### config.mk
export PLATFORM = sky130hd
export DESIGN_NAME = trace_uart_tx
export DESIGN_NICKNAME = d
export VERILOG_FILES = /design/src/rtl/trace_pkg.sv /design/src/rtl/uart_tx_byte.sv /design/src/rtl/trace_uart_tx.sv
export SDC_FILE = /design/constraint.sdc
export NUM_CORES = 1
export LEC_CHECK = 0
export CAP_MARGIN = 20
export CORE_ASPECT_RATIO = 0.9
export CORE_MARGIN = 5
export CORE_UTILIZATION = 42
export CTS_CLUSTER_SIZE = 24
export DETAILED_ROUTE_END_ITERATION = 10
export GPL_ROUTABILITY_DRIVEN = 1
export PLACE_DENSITY_LB_ADDON = 0.08
export SLEW_MARGIN = 20
export SYNTH_ARGS = -nofsm -noshare
export SYNTH_HDL_FRONTEND = slang
export SYNTH_HIERARCHICAL = 1
export SYNTH_SLANG_ARGS = --single-unit
### constraint.sdc
create_clock -name CLOCK -period 2.8 [get_ports CLOCK]
set_input_delay 0.28 -clock CLOCK [delete_from_list [all_inputs] [get_ports CLOCK]]
set_output_delay 0.28 -clock CLOCK [all_outputs]
set_load 0.02 [all_outputs]
### src/rtl/trace_pkg.sv
// Shared types and helpers for the debug-trace UART transmitter.
package trace_pkg;

   // Serialiser states for one UART 8N1 character.
   typedef enum logic [1:0] {
      IDLE  = 2'd0,
      START = 2'd1,
      DATA  = 2'd2,
      STOP  = 2'd3
   } tx_state_t;

   localparam int         FRAME_BYTES       = 14;
   localparam logic [7:0] DEFAULT_SYNC_BYTE = 8'hA5;

   // One captured CPU observation.
   typedef struct packed {
      logic [4:0]  regin;
      logic [31:0] pc;
      logic [31:0] instr;
      logic [31:0] regout;
   } snapshot_t;

   // Maps a frame byte index to the byte sent on the wire (multi-byte fields big-endian).
   function automatic logic [7:0] frame_byte(input logic [3:0] idx,
                                             input logic [7:0] sync,
                                             input snapshot_t  snap);
      logic [7:0] b;
      case (idx)
         4'd0:    b = sync;
         4'd1:    b = {3'b000, snap.regin};
         4'd2:    b = snap.pc[31:24];
         4'd3:    b = snap.pc[23:16];
         4'd4:    b = snap.pc[15:8];
         4'd5:    b = snap.pc[7:0];
         4'd6:    b = snap.instr[31:24];
         4'd7:    b = snap.instr[23:16];
         4'd8:    b = snap.instr[15:8];
         4'd9:    b = snap.instr[7:0];
         4'd10:   b = snap.regout[31:24];
         4'd11:   b = snap.regout[23:16];
         4'd12:   b = snap.regout[15:8];
         4'd13:   b = snap.regout[7:0];
         default: b = 8'h00;
      endcase
      return b;
   endfunction

endpackage

### src/rtl/uart_tx_byte.sv
// UART 8N1 character serialiser. A new character may be started in the
// last cycle of the previous stop bit so characters run back-to-back.
module uart_tx_byte
   import trace_pkg::*;
#(
   parameter int CLKS_PER_BIT = 434
) (
   input  logic       CLOCK,
   input  logic       Reset,
   input  logic       start,
   input  logic [7:0] byte_in,
   output logic       ready,
   output logic       idle,
   output logic       tx
);

   localparam int            BW       = (CLKS_PER_BIT > 1) ? $clog2(CLKS_PER_BIT) : 1;
   localparam logic [BW-1:0] BAUD_MAX = BW'(CLKS_PER_BIT - 1);

   tx_state_t     state_q, state_d;
   logic [BW-1:0] baud_q, baud_d;
   logic [2:0]    bit_q, bit_d;
   logic [7:0]    shift_q, shift_d;
   logic          tx_q, tx_d;

   assign idle  = (state_q == IDLE);
   assign ready = idle || ((state_q == STOP) && (baud_q == '0));
   assign tx    = tx_q;

   // State, counters and line register; the line idles high out of reset.
   always_ff @(posedge CLOCK or negedge Reset) begin
      if (!Reset) begin
         state_q <= IDLE;
         baud_q  <= '0;
         bit_q   <= '0;
         shift_q <= '0;
         tx_q    <= 1'b1;
      end else begin
         state_q <= state_d;
         baud_q  <= baud_d;
         bit_q   <= bit_d;
         shift_q <= shift_d;
         tx_q    <= tx_d;
      end
   end

   // Next state: count down each bit, advance on the bit boundary, reload the counter.
   always_comb begin
      state_d = state_q;
      baud_d  = baud_q;
      bit_d   = bit_q;
      shift_d = shift_q;
      tx_d    = tx_q;
      if (start && ready) begin
         state_d = START;
         baud_d  = BAUD_MAX;
         bit_d   = '0;
         shift_d = byte_in;
         tx_d    = 1'b0;
      end else if ((state_q != IDLE) && (baud_q != '0)) begin
         baud_d = baud_q - 1'b1;
      end else begin
         case (state_q)
            START: begin
               state_d = DATA;
               baud_d  = BAUD_MAX;
               bit_d   = '0;
               tx_d    = shift_q[0];
               shift_d = {1'b0, shift_q[7:1]};
            end
            DATA: begin
               baud_d = BAUD_MAX;
               if (bit_q == 3'd7) begin
                  state_d = STOP;
                  tx_d    = 1'b1;
               end else begin
                  bit_d   = bit_q + 3'd1;
                  tx_d    = shift_q[0];
                  shift_d = {1'b0, shift_q[7:1]};
               end
            end
            STOP: begin
               state_d = IDLE;
               tx_d    = 1'b1;
            end
            default: begin
               state_d = IDLE;
            end
         endcase
      end
   end

endmodule

### src/rtl/trace_uart_tx.sv
// Debug-trace consumer: captures the CPU observation bus on each falling
// edge of the divided CPU clock and streams it as a 14-byte UART frame.
module trace_uart_tx
   import trace_pkg::*;
#(
   parameter int         CLKS_PER_BIT = 434,
   parameter logic [7:0] SYNC_BYTE    = DEFAULT_SYNC_BYTE
) (
   input  logic        CLOCK,
   input  logic        Reset,
   input  logic        Enable,
   input  logic        ClockDIV,
   input  logic [4:0]  Regin,
   input  logic [31:0] PC,
   input  logic [31:0] Instr,
   input  logic [31:0] Regout,
   output logic        Tx,
   output logic        Busy,
   output logic [7:0]  Dropped
);

   localparam logic [3:0] LAST_BYTE = 4'(FRAME_BYTES - 1);

   logic       div_q;
   logic       cap_event;
   logic       accept;
   logic       next_byte;
   logic       tx_start;
   logic [7:0] tx_byte;
   logic       tx_ready;
   logic       tx_idle;
   snapshot_t  snap_q;
   logic [3:0] byte_idx_q;
   logic [7:0] dropped_q;

   // Falling edge of the CPU clock: mid CPU cycle, so the observed bus is settled.
   assign cap_event = div_q && !ClockDIV;
   assign accept    = cap_event && Enable && tx_idle;
   // Serialiser is in its final stop-bit cycle and more bytes remain.
   assign next_byte = !tx_idle && tx_ready && (byte_idx_q < LAST_BYTE);
   assign tx_start  = accept || next_byte;
   // The sync byte is a constant, so the first byte does not wait for the snapshot.
   assign tx_byte   = accept ? SYNC_BYTE : frame_byte(byte_idx_q + 4'd1, SYNC_BYTE, snap_q);

   assign Busy    = !tx_idle;
   assign Dropped = dropped_q;

   // One-cycle history of the divided clock for edge detection.
   always_ff @(posedge CLOCK or negedge Reset) begin
      if (!Reset) div_q <= 1'b0;
      else        div_q <= ClockDIV;
   end

   // Snapshot is frozen for the whole frame; only an accepted event reloads it.
   always_ff @(posedge CLOCK or negedge Reset) begin
      if (!Reset)      snap_q <= '0;
      else if (accept) snap_q <= '{regin: Regin, pc: PC, instr: Instr, regout: Regout};
   end

   // Index of the byte currently on the wire.
   always_ff @(posedge CLOCK or negedge Reset) begin
      if (!Reset)         byte_idx_q <= '0;
      else if (accept)    byte_idx_q <= '0;
      else if (next_byte) byte_idx_q <= byte_idx_q + 4'd1;
   end

   // Saturating count of enabled events that arrive while a frame is still going out.
   always_ff @(posedge CLOCK or negedge Reset) begin
      if (!Reset)
         dropped_q <= '0;
      else if (cap_event && Enable && !tx_idle && (dropped_q != 8'hFF))
         dropped_q <= dropped_q + 8'd1;
   end

   uart_tx_byte #(
      .CLKS_PER_BIT(CLKS_PER_BIT)
   ) u_tx (
      .CLOCK  (CLOCK),
      .Reset  (Reset),
      .start  (tx_start),
      .byte_in(tx_byte),
      .ready  (tx_ready),
      .idle   (tx_idle),
      .tx     (Tx)
   );

endmodule

==> results.cfg, run 1 <==
[place]
port_buffers = 114
place_ws_ps = 158
dpl.hpwl_um = 13300
gp_congestion = 0.903

[clock_network]
clkSlewWorstSetupHoldPaths_ps = 60
clock_tree.buffer_depth = 2
cts_tree = built
root_buffer = clkbuf_16
worstSkewPairLatency_ps = 430
cts.sinks = 137
htreeDepth = 4
cts_buffers = 17

[floorplanning]
rows = 44
dieArea_um2 = 19400
start_util = 0.432
num_io_pins = 115
core-area_um2 = 16300
dieWidth_um = 146
chipHeight_um = 133

[yosys]
ys_warn_count = 6
syn_area_um2 = 7040
synth_edf_count = 0
ys.flop_type = dfrtp_1
synth_cells = 604
syn_nets = 723
async_reset_ff_frac = 1.00
syn_area_per_cell_um2 = 11.6
ys_seq_area_frac = 0.487
synthDistinctLibCells = 74
synth_seq_cells = 137

[drt]
finalWirelength_um = 18600
antenna_left = 0
drc = 0
vias_per_cell = 5.79
firstDrtPassIters = 5
drtIter0Drc = 470
post_drt_wl_per_cell_um = 19.7
vias = 5478

[final_layout]
nNetsFinal = 845
num_antenna_cells = 0
layout_commonest_cell = dfrtp_1
syn2layout_area_growth_pct = 29.0
multi_input_area_um2 = 3320
layout_common_cells = dfrtp_1 (136), clkdlybuf4s50_1 (113), mux2_2 (107), nand2_1 (29), buf_4 (28)
drive_gt1_frac = 0.257
n_fill_cell = 1356
regArea_um2 = 3430

[sta]
tns_ps = 0
fmax_mhz = 397
setup_ws_ps = 280
skew_ps = 10.7
timing.slew.headroom = 0.565
finalMaxSlewViolations = 0
hold_viol_final = 0
rsz0062_at_grt = false
period_share = 0.900
finalSetupViolCount = 0
period_needed_ps = 2520
worst_pin_slew_ps = 644

[global_route]
grt_use_total = 0.196
antenna_found_initial = 0
grt_pass1_vias = 5611
gr-total-overflow = 0
grt_pass1_wl_um = 30300
grt_max_degree = 68

[power_and_ir_drop]
share_comb_of_total_power = 0.076
power.density_nw_per_um2 = 513
seq_power_share = 0.443
netSwitchingPower_mw = 1.15
power_frac_clock = 0.481
intPower_mw = 3.51
netSwitchingFraction = 0.246
ir_drop_mv = 0.405
p_leak_nw = 4.17

[worst_setup_path]
reg2reg_from = u_tx/baud_q[0]
path_max_fanout = 7
crit_type = reg -> reg
crit_path_start_kind = flop
endpoint_kind = flop
crit_required_ps = 3090
worstPathArrival_ps = 2810
critPathLaunch = u_tx/baud_q[0]

[flow_run]
drv_cap = 0

[run_status]
outcome = complete, no violations

[hold_path]
hp-class = in -> reg
hp-start = ClockDIV
## per-stage QoR
stage	util	instance area [um^2]	hold slack (ps)	power (mW)	instances
floorplan	-	7040	-15.6	2.18	604
global route	0.557	9080	356	4.84	946
CTS	0.556	9060	339	4.73	945
finish	0.557	9080	357	4.66	946
detailed placement	0.520	8470	300	2.46	912
global placement	0.520	8470	295	2.45	912
## power by group through the flow
stage | logic, mW | clock network (mW) | registers, mW
after floorplan | 0.0464 | 0 | 2.13
after global placement | 0.359 | 0 | 2.09
after detailed placement | 0.363 | 0 | 2.10
after CTS | 0.365 | 2.30 | 2.06
after global routing | 0.388 | 2.39 | 2.07
final | 0.356 | 2.24 | 2.06
## final cells by class
class | count | share of cell area
flip-flops and latches | 137 | 0.378
multi-input cells | 409 | 0.366
repair buffers | 146 | 0.157
clock buffers | 18 | 0.0484
well taps | 207 | 0.0285
clock inverters | 14 | 0.0164
inverters | 15 | 0.00620
## path summary, 6_finish.rpt
path	slack [ps]	cells past startpoint	endpoint
worst min-delay path	360	1	div_q
worst min register to register	500	1	Dropped[5]
worst max register to register	280	11	u_tx/shift_q[2]
max in group asynchronous	1670	3	u_tx/state_q[1]
min in group asynchronous	400	2	Dropped[1]
worst max-delay path	280	11	u_tx/shift_q[2]
## synthesized netlist by cell type (all sizes together) (3+ instances only)
master,n,area (um^2)
nor2,16,60.1
a32oi,3,26.3
mux2i,4,43.8
o211ai,4,30.0
clkbuf,17,63.8
a211oi,3,22.5
dfrtp,136,3400
o221ai,4,35.0
ha,14,175
a21bo,3,30.0
nand2,29,109
nor4,6,50.0
buf,26,169
a21oi,24,124
xor2,4,35.0
a32o,3,30.0
nand2b,5,31.3
a22o,11,96.3
o31ai,5,37.5
xnor2,5,43.8
and3,8,50.1
a31oi,11,68.8
a221oi,3,26.3
a22oi,18,135
nand3b,3,22.5
o21ai,22,121
nand3,27,135
inv,15,56.3
a41oi,3,26.3
a222oi,8,80.1
mux2,107,1200
nor3,9,50.1
o22ai,4,25.0
nand4,9,56.3
a21o,3,23.8
## critical path: stages (launching register included)
cell	delay (ps)
dfrtp_1	390
inv_1	120
ha_1	240
nor4b_4	320
a21oi_2	120
nor2_1	220
o311ai_2	150
nand2_1	130
o21ai_0	130
nand3_1	140
and2_1	300
a31oi_1	140
## flip-flops by register name (all words and copies together) (netlist names)
signal	count
snap_q	101
u_tx/baud_q	9
Dropped	8
u_tx/shift_q	8
byte_idx_q	4
u_tx/bit_q	3
u_tx/state_q	2
div_q	1
u_tx/tx	1
## per-layer routing
layer,GRT usage,routed length (um)
met2,0.302,8740
met5,0,0
met3,0.0486,1100
met4,0.0590,308
met1,0.275,8490
## cell families (layout without fill, tap and decap cells)
family                     count (synthesis)  after routing  synth area share
muxes                                    111            111             0.177
and+or+nand+nor                          124            124            0.0964
buffers and inverters                     58            193            0.0411
xor gates and xnor gates                   9              9            0.0112
DFF                                      137            137             0.487
adders and majority gates                 14             14            0.0249
AOI/OAI and AO/OA                        151            151             0.161
## repair_timing
item                                    in CTS  in global routing
endpoints found under the setup margin       0                  1
buffers inserted                             0                  1
hold buffers                                 1                  0
resized for setup                            0                  2
hold endpoints to repair                    57                  0
No activity file was read; power rests on OpenSTA's default activity.
==> inputs of run 2 (changes only) <==
--- a/config.mk
+++ b/config.mk
@@ -7,12 +7,13 @@
 export LEC_CHECK = 0
 export CAP_MARGIN = 20
 export CORE_ASPECT_RATIO = 0.9
-export CORE_MARGIN = 5
+export CORE_MARGIN = 2
 export CORE_UTILIZATION = 42
 export CTS_CLUSTER_SIZE = 24
 export DETAILED_ROUTE_END_ITERATION = 10
 export GPL_ROUTABILITY_DRIVEN = 1
 export PLACE_DENSITY_LB_ADDON = 0.08
+export SETUP_SLACK_MARGIN = 0.5
 export SLEW_MARGIN = 20
 export SYNTH_ARGS = -nofsm -noshare
 export SYNTH_HDL_FRONTEND = slang
==> run 2 against run 1 <==
  * Clock skew is 4.7 ps lower
  * Utilization up 2.8 points
  * Final cell count up 2.0%
  * Die area shrank 8.4%
  * Via count rose by 2.7%
  * Design area up 4.7%
  * Setup slack better by 250 ps
  * Sequential power about the same
  * Critical endpoint is now u_tx/shift_q[1]
  * Largest cell class is now multi-input gates
==> results.cfg, run 2 (synthesized netlist as in run 1, its figures left out) <==
[worst_setup_path]
path_max_fanout = 7
crit_required_ps = 3140
reg2reg_depth = 8
crit_path_start_kind = flop
crit_type = reg -> reg
endpoint_kind = flop
worstPathArrival_ps = 2610

[power_and_ir_drop]
power.density_nw_per_um2 = 519
ir_drop_mv = 0.389
p_leak_nw = 4.32

[sta]
rsz0062_at_grt = true
period_share = 0.810
hold_viol_final = 0
skew_ps = 5.98
worst_pin_slew_ps = 583
tns_ps = 0
finalSetupViolCount = 0
timing.slew.headroom = 0.606
finalMaxSlewViolations = 0
period_needed_ps = 2270
fmax_mhz = 441

[final_layout]
largest_reg_flops = 101
nNetsFinal = 864
fin_cells = 965
top_register = snap_q
layout_common_cells = dfrtp_1 (133), clkdlybuf4s50_1 (113), mux2_2 (107), buf_4 (40), nand2_1 (28)
num_antenna_cells = 0
drive_gt1_frac = 0.307
top_regs = snap_q x101, u_tx/baud_q x9
syn2layout_area_growth_pct = 35.1
layout_commonest_cell = dfrtp_1

[drt]
routed.top_layer = met4
vias = 5624
vias_per_cell = 5.83
met2_length_um = 8690
antenna_left = 0
met3_length_um = 1280
post_drt_wl_per_cell_um = 19.1
drc = 0
firstDrtPassIters = 5
finalWirelength_um = 18400
drtIter0Drc = 443
wl_met1_um = 8060

[floorplanning]
core-area_um2 = 16200
start_util = 0.433
dieWidth_um = 140
chipHeight_um = 127
dieArea_um2 = 17800
rows = 44
num_io_pins = 115

[flow_run]
drv_cap = 0

[clock_network]
cts_tree = built
cts.sinks = 137
htreeDepth = 4
clkSlewWorstSetupHoldPaths_ps = 60
worstSkewPairLatency_ps = 430
clock_tree.buffer_depth = 2
cts_buffers = 17
root_buffer = clkbuf_16

[global_route]
antenna_found_initial = 0
grt_pass1_vias = 5611
gr-total-overflow = 0
grt_pass1_wl_um = 29500
grt_use_total = 0.212
grt_max_degree = 60

[place]
gp_congestion = 0.921
port_buffers = 114
dp_cells = 914
dpl.hpwl_um = 13100

[hold_path]
hp-class = in -> reg
hold_depth = 1

[run_status]
outcome = complete, no violations
==> run 2: cell types whose count changed in the layout (fill, tap and decap cells not counted), moves of 5 or more <==
| cell | change |
|---|---|
| buf_4 | +12 |
| clkinv_4 | +7 |
| inv_6 | -5 |
| ha_4 | +7 |
| buf_6 | +7 |
| ha_1 | -5 |
==> run 2: layer usage <==
metal | global-route usage | vias up
li1 | - | 2577
met2 | 0.336 | 201
met3 | 0.0630 | 29
met4 | 0.0683 | 0
met5 | 0 | -
met1 | 0.282 | 2817
==> run 2: final cells by class <==
type	count	area (um^2)
multi-input combinational	409	3500
fill	1324	6730
clock buffer	19	453
sequential	137	3430
tap	207	259
timing repair buffer	165	1590
inverter	15	56.3
clock inverter	13	219
==> run 2: final timing paths <==
path                                from  slack [ps]              end
setup / recovery           byte_idx_q[0]         530  u_tx/shift_q[1]
hold / removal                  ClockDIV         360            div_q
setup reg to reg           byte_idx_q[0]         530  u_tx/shift_q[1]
hold reg to reg               Dropped[7]         490       Dropped[7]
max in group asynchronous          Reset        1670       snap_q[85]
min in group asynchronous          Reset         370       snap_q[83]
==> run 2: worst max-delay path, cell delays in order, from the launching register on <==
cell and delay [ps]:
dfrtp_2 460, buf_4 170, and3b_2 290, o32a_1 430
a21oi_1 280, a221oi_2 80, a21oi_1 190, nand3_1 100
a31oi_1 180
==> run 2: what timing repair did <==
action	4_1_cts	5_1_grt
setup endpoints to repair	83	78
hold endpoints to repair	51	0
gates resized for setup	15	29
buffers inserted	9	9
hold buffers	1	0
pin swaps	5	16
==> run 2: power by group <==
group / switching [mW] / internal (mW)
registers: 0.0486 / 2.01
logic: 0.138 / 0.217
clock network: 0.877 / 1.64
total: 1.06 / 3.87
==> run 2: stage by stage <==
stage               setup slack, ps  area, um^2   util  power, mW  hold WS (ps)
floorplan                       504        7060      -       2.18         -15.6
global placement                207        8490  0.523       2.45           256
detailed placement             48.2        8490  0.523       2.46           264
CTS                             499        9300  0.573       4.99           344
global route                    449        9510  0.585       5.10           351
finish                          532        9510  0.585       4.93           364
